[config.mk]
export PLATFORM = sky130hd
export DESIGN_NAME = denoise_tile_scheduler
export DESIGN_NICKNAME = d
export VERILOG_FILES = /design/src/rtl/denoise_tile_scheduler.sv
export SDC_FILE = /design/constraint.sdc
export NUM_CORES = 1
export LEC_CHECK = 0
export CAP_MARGIN = 20
export CORE_AREA = 2 2 275 277
export DETAILED_ROUTE_END_ITERATION = 10
export DIE_AREA = 0 0 277 279
export GPL_TIMING_DRIVEN = 0
export PLACE_DENSITY_LB_ADDON = 0.05
export SLEW_MARGIN = 20
export SYNTH_ARGS = -nofsm -noshare
export SYNTH_HDL_FRONTEND = slang
export SYNTH_SLANG_ARGS = --single-unit
[constraint.sdc]
create_clock -name clk -period 1.9 [get_ports clk]
set_input_delay 0.19 -clock clk [delete_from_list [all_inputs] [get_ports clk]]
set_output_delay 0.19 -clock clk [all_outputs]
set_load 0.05 [all_outputs]
[src/rtl/denoise_tile_scheduler.sv]
// Frame sequencer for the 3x3 denoise core: walks the frame in 3x12 output
// tiles, fetches each 5x14 input window and hands it to the core.
module denoise_tile_scheduler #(
  parameter int IMG_W = 638,
  parameter int IMG_H = 482,
  parameter int PIX_W = 8
) (
  input  logic                  clk,
  input  logic                  rst_n,
  input  logic                  start,
  output logic                  busy,
  output logic                  done,
  output logic                  mem_req,
  output logic [8:0]            mem_row,
  output logic [9:0]            mem_col,
  input  logic                  mem_rvalid,
  input  logic [14*PIX_W-1:0]   mem_rdata,
  output logic                  win_valid,
  input  logic                  win_ready,
  output logic [70*PIX_W-1:0]   win_data,
  output logic [7:0]            tile_row,
  output logic [5:0]            tile_col
);

  localparam int NC    = (IMG_W - 2) / 12;
  localparam int NR    = (IMG_H - 2) / 3;
  localparam int SEG_W = 14 * PIX_W;
  localparam int WIN_W = 70 * PIX_W;

  typedef enum logic [2:0] {
    S_IDLE,
    S_REQ,
    S_WAIT,
    S_SEND,
    S_FIN
  } state_t;

  state_t             r_state;
  logic [2:0]         r_k;
  logic               r_busy;
  logic               r_done;
  logic               r_mem_req;
  logic [8:0]         r_mem_row;
  logic [9:0]         r_mem_col;
  logic               r_win_valid;
  logic [WIN_W-1:0]   r_win;
  logic [7:0]         r_tile_row;
  logic [5:0]         r_tile_col;

  logic w_last_col;
  logic w_last_tile;

  assign w_last_col  = (r_tile_col == 6'(NC - 1));
  assign w_last_tile = w_last_col && (r_tile_row == 8'(NR - 1));

  assign busy      = r_busy;
  assign done      = r_done;
  assign mem_req   = r_mem_req;
  assign mem_row   = r_mem_row;
  assign mem_col   = r_mem_col;
  assign win_valid = r_win_valid;
  assign win_data  = r_win;
  assign tile_row  = r_tile_row;
  assign tile_col  = r_tile_col;

  always_ff @(posedge clk) begin
    if (!rst_n) begin
      r_state     <= S_IDLE;
      r_k         <= '0;
      r_busy      <= 1'b0;
      r_done      <= 1'b0;
      r_mem_req   <= 1'b0;
      r_mem_row   <= '0;
      r_mem_col   <= '0;
      r_win_valid <= 1'b0;
      r_win       <= '0;
      r_tile_row  <= '0;
      r_tile_col  <= '0;
    end else begin
      unique case (r_state)
        S_IDLE: begin
          if (start) begin
            r_state    <= S_REQ;
            r_busy     <= 1'b1;
            r_mem_req  <= 1'b1;
            r_mem_row  <= '0;
            r_mem_col  <= 10'(IMG_W - 1);
            r_tile_row <= '0;
            r_tile_col <= '0;
            r_k        <= '0;
          end
        end
        S_REQ: begin
          r_mem_req <= 1'b0;
          r_state   <= S_WAIT;
        end
        S_WAIT: begin
          if (mem_rvalid) begin
            // Shift in: the first segment ends up in the MSBs after five loads
            r_win <= {r_win[WIN_W-SEG_W-1:0], mem_rdata};
            if (r_k != 3'd4) begin
              r_k       <= r_k + 3'd1;
              r_mem_row <= r_mem_row + 9'd1;
              r_mem_req <= 1'b1;
              r_state   <= S_REQ;
            end else begin
              r_win_valid <= 1'b1;
              r_state     <= S_SEND;
            end
          end
        end
        S_SEND: begin
          if (win_ready) begin
            r_win_valid <= 1'b0;
            if (w_last_tile) begin
              r_done  <= 1'b1;
              r_state <= S_FIN;
            end else begin
              r_k       <= '0;
              r_mem_req <= 1'b1;
              r_state   <= S_REQ;
              // mem_row currently holds 3*tile_row+4
              if (w_last_col) begin
                r_tile_col <= '0;
                r_tile_row <= r_tile_row + 8'd1;
                r_mem_col  <= 10'(IMG_W - 1);
                r_mem_row  <= r_mem_row - 9'd1;
              end else begin
                r_tile_col <= r_tile_col + 6'd1;
                r_mem_col  <= r_mem_col - 10'd12;
                r_mem_row  <= r_mem_row - 9'd4;
              end
            end
          end
        end
        S_FIN: begin
          r_done  <= 1'b0;
          r_busy  <= 1'b0;
          r_state <= S_IDLE;
        end
        default: r_state <= S_IDLE;
      endcase
    end
  end

endmodule
# Word-level counts from Yosys, hierarchy flattened
# Cells that the tools add are included.
# W data, S select, Z words.
# op_classes
n_addsub,7
n_eq_ne,15
muxes,48
n_reduce_logical,17
# ops
cell,count
$mux W9,6
$mux W10,4
$mux W8,4
$mux W3,9
$pmux W9 S3,1
$mux W6,4
$pmux W10 S2,1
$ne A2 B2 Y1 const B,8
$pmux W8 S2,1
$pmux W3 S4,1
$pmux W6 S2,1
$reduce_and A6 Y1,2
$mux W1,10
$sub A10 B4 Y10 const B,1
$add A9 B1 Y9 const B,1
$pmux W3 S3,1
$sub A9 B1 Y9 const B,1
$sub A9 B3 Y9 const B,1
$add A8 B1 Y8 const B,1
$eq A8 B8 Y1 const B,1
$reduce_and A4 Y1,2
$reduce_bool A2 Y1,4
$add A6 B1 Y6 const B,1
$eq A3 B2 Y1 const B,2
other kinds (15),19
# word_totals
register_bits,603
in_bits,117
out_inout_bits,597

# Longest topological paths before layout
# depth
ltp_word,5
depth_mapped,9

# Worst setup path after synthesis
# No wires, ideal clock.
# synth_path
path_kind,reg2reg
from,"register r_tile_row[0], in the netlist tile_row[0]"
to,"register r_mem_col[9], in the netlist mem_col[9]"
arrival_ps,2124
required_ps,1781
path_slack_ps,-342
path_stages_with_launch,7
path_buffers,0
period_less_slack_ps,2242
cell_sequence,dfxtp_1 > ha_1 > nand4_1 > nor4_1 > o21a_2 > o21ba_2 > o221a_2
# synth_via
elab_chain_len,4
# synth_rtl
item,line,text
start: declaration,47,logic [7:0] r_tile_row;
start signal: assignment,125,r_tile_row <= r_tile_row + 8'd1;
$eq A8 B8 Y1,54,assign w_last_tile = w_last_col && (r_tile_row == 8'(NR - 1));
$logic_and A1 B1 Y1,54,
$ne A2 B2 Y1 (no source line),n/a,
$reduce_and A4 Y1 (no source line),n/a,
end signal: assignment,87,r_mem_col <= 10'(IMG_W - 1);
end signal: assignment,126,r_mem_col <= 10'(IMG_W - 1);
end signal: assignment,130,r_mem_col <= r_mem_col - 10'd12;
end: declaration,44,logic [9:0] r_mem_col;
# No other way between the ends.
# A chain may end at the register's enable or synchronous reset.

# Worst setup path after layout
# layout_path
from,"register r_tile_col[0], in the netlist tile_col[0]"
to,"register r_tile_row[3], in the netlist tile_row[3]"
# layout_via
elab_chain_len,4
# layout_rtl
item,line,text
start: declaration,48,logic [5:0] r_tile_col;
start signal: assignment,129,r_tile_col <= r_tile_col + 6'd1;
$eq A6 B6 Y1 (*),53,assign w_last_col = (r_tile_col == 6'(NC - 1));
$logic_and A1 B1 Y1,54,
$ne A2 B2 Y1 (no source line),n/a,
$reduce_and A5 Y1 (no source line) (*),n/a,
# Every way passes the cells marked *; elsewhere a longest branch is shown, timed or not.

==> qor.yml <==
grt_use_total_pct: 24.6
dieArea_um2: 77300
place_area_um2: 31400
gp_congestion: 0.892
dpl.hpwl_um: 77000
clockRootBuffer: "clkbuf_16"
synth_cells: 2747
cp_data_required_time_ns: 2.43
overflow: 0
power.total_mw: 29.2
synth_area_leader_cell: "dfxtp_1"
netlist_area_um2: 23000
io_buffers: 711
clock_path_buffers: 3
synth.distinct_cells: 63
wl_um: 98200
synth_flop_cell: "dfxtp_1"
power.density_nw_per_um2: 863
fill_cells: 7569
final_max_slew_viol_count: 0
fmax_mhz: 526
relSlewSlack_pct: 34.7
cts-buffers-inserted: 70
rsz0062_at_grt: "yes"
dpl_worst_slack_ns: -0.811
cts_tree: "built"
first_global_vias: 21317
antenna_found_initial: 9
synth_edf_count: 0
fin_crit_ns: 1.90
finalCritPeriodShare_pct: 100
ys_seq_area_share_pct: 52.4
final_area_um2: 33800
postCtsHoldBufs: 0
crit_fanout: 8
path_cells: "inv_4, ha_4, and3_4, a21oi_4, a211o_1, buf_6, or3_4, a21oi_2"
hold_class: "in2reg"
final-setup-viol-count: 1
avgRoutedWirePerCell_um: 21.5
h-tree-depth: 3
synth_seq_cells: 602
initial_core_util_pct: 31.0
nets: 3676
ant_nets: 0
post-route-util_pct: 45.7
cap_violations: 0
vdd_drop_max_mv: 0.591
grt_max_degree: 14
setup_tns_ns: -0.00148
clk_latency_ns: 0.62
tightest_slew_ns: 0.980
via_count: 21520
p_leak_nw: 14.3
synth-async-reset-ratio_pct: 0
synthToLayoutAreaGrowth_pct: 47.1
end_kind: "flop"
die_x_um: 277
core_area_um2: 74100
clkSinkCount: 602
yosys-top-cells-area: "dfxtp_1 52%, nand2_1 19%, a21boi_0 16%, a21boi_1 2.7%, buf_2 1.8%"
critPathMaxStageDelay_ns: 0.36
hold_ws_ns: 0.131
dpl.cell_count: 4427
drt_iter0_markers: 890
die_h_um: 279
critical_path_class: "reg2reg"
firstDrtPassIters: 5
worstPathArrival_ns: 2.43
clock_skew_ns: 0.0307
path_clk_slew_ns: 0.06
final_cells: 4569
syn_area_per_cell_um2: 8.37
drive_gt1_share_pct: 9.23
violations: "negative setup slack"
syn_nets: 2875
status: "complete, but fails checks"
hold_viol_final: 0
worst_path_max_delay_cell: "dfxtp_4"
via_per_inst: 4.71
yosys_warnings: 0
pin_count: 714
layout_setup_ws_ns: -0.00148
cp-start-kind: "flop"
grt_pass1_wl_um: 142000
synth_top_cell_area_share_pct: 52.4
drc_errors: 0
core.rowCount: 100
[cell usage in the layout (no fill, tap or decap), types with 9 or more instances in the layout]
cell type,instances
inv_1,16
or3_1,9
dfxtp_2,10
a21boi_1,123
a21oi_1,18
clkdlybuf4s50_1,115
buf_2,20
nand3_1,10
buf_4,41
clkbuf_8,18
nand2_1,1147
dlygate4sd2_1,585
buf_6,31
dfxtp_1,587
clkbuf_16,73
o21ai_0,16
nor2_1,25
a21boi_0,439
clkbuf_2,32
clkbuf_1,81
clkbuf_4,16
ha_1,9
[worst paths after layout]
check	from	end	cells past startpoint	slack, ns
setup / recovery	tile_col[0]$_SDFFE_PN0P_	tile_row[3]$_SDFFE_PN0P_	8	-0.001
hold / removal	mem_rdata[97]	win_data[97]$_SDFFE_PN0P_	3	0.13
setup reg to reg	tile_col[0]$_SDFFE_PN0P_	tile_row[3]$_SDFFE_PN0P_	8	-0.001
hold reg to reg	win_data[455]$_SDFFE_PN0P_	win_data[455]$_SDFFE_PN0P_	2	0.45
[power by group]
part / internal (mW) / switching, mW
clock: 8.10 / 5.47
combinational: 0.999 / 1.73
sequential: 12.8 / 0.129
total: 21.9 / 7.33
[registers in the layout, summed over array words and instances (netlist names)]
signal and count:
tile_row 8, mem_row 9, mem_col 9, win_data 560, tile_col 6, mem_req 1
r_state 3, win_valid 1, done 1, r_k 3, busy 1
[repair_timing]
action,4_1_cts,5_1_grt
pin swaps,8,14
endpoints found under the setup margin,1188,585
cloned,1,1
resized for setup,732,172
setup buffers,6,10
[cell type report]
class                   instances  area (µm²)  area share (%)
flip-flops and latches        602       12100            35.7
multi-input cells            1925       10200            30.1
repair buffers                729        6560            19.4
clock buffers                 104        2110            6.25
plain buffers                 202        1400            4.15
well taps                     969        1210            3.58
clock inverters                17         195           0.577
inverters                      18        70.1           0.207
diodes                          3        7.51          0.0222
[cell families (layout without fill, tap and decap cells)]
kind of cell / count (synthesis) / after routing / share of synthesized area, %
AND/OR/NAND/NOR: 1250 / 1250 / 21.2
AO/OA/AOI/OAI: 650 / 650 / 21.0
flip-flops: 602 / 602 / 52.4
buffers and inverters: 220 / 1070 / 4.29
adder cells (fa/ha/maj): 11 / 11 / 0.599
XOR/XNOR: 7 / 7 / 0.267
multiplexers: 6 / 6 / 0.272
other: 1 / 4 / 0.0163
[routing by layer]
metal	GRT usage (%)	up-vias	wire length [µm]
li1	-	10590	-
met1	28.9	10208	40600
met2	43.2	602	48200
met3	7.30	114	6980
met4	7.19	6	2370
met5	0	-	37
[cells in the mapped netlist (2+ instances only)]
library cell	n
o211a_1	2
buf_6	4
ha_1	11
dfxtp_1	602
buf_4	7
a21boi_1	84
inv_1	18
nand4_1	4
o21ai_0	18
nor2b_1	7
a21boi_0	481
o211ai_1	2
mux2i_1	4
mux2_2	2
nand4b_1	2
or3_1	13
o221a_2	2
o311a_1	2
nand2_1	1154
o2bb2ai_1	3
o21a_1	3
nor3_1	6
nor4_1	3
a21o_1	2
clkbuf_1	107
xnor2_1	7
a31oi_1	2
nand3_1	13
a21oi_1	25
buf_2	84
and3_1	3
a211oi_1	3
nand2b_1	5
nand3b_1	3
o31ai_1	2
nor3b_1	2
nor2_1	27
a41oi_1	3
[worst max-delay path: cells and delay by family (launching register included)]
kind                       cells  cell delay, ns
AOI/OAI and AO/OA              3            0.52
adders and majority gates      1            0.13
buffers and inverters          2            0.23
DFF                            1            0.36
and+or+nand+nor                2            0.59
No activity file was read; power rests on OpenSTA's default activity.
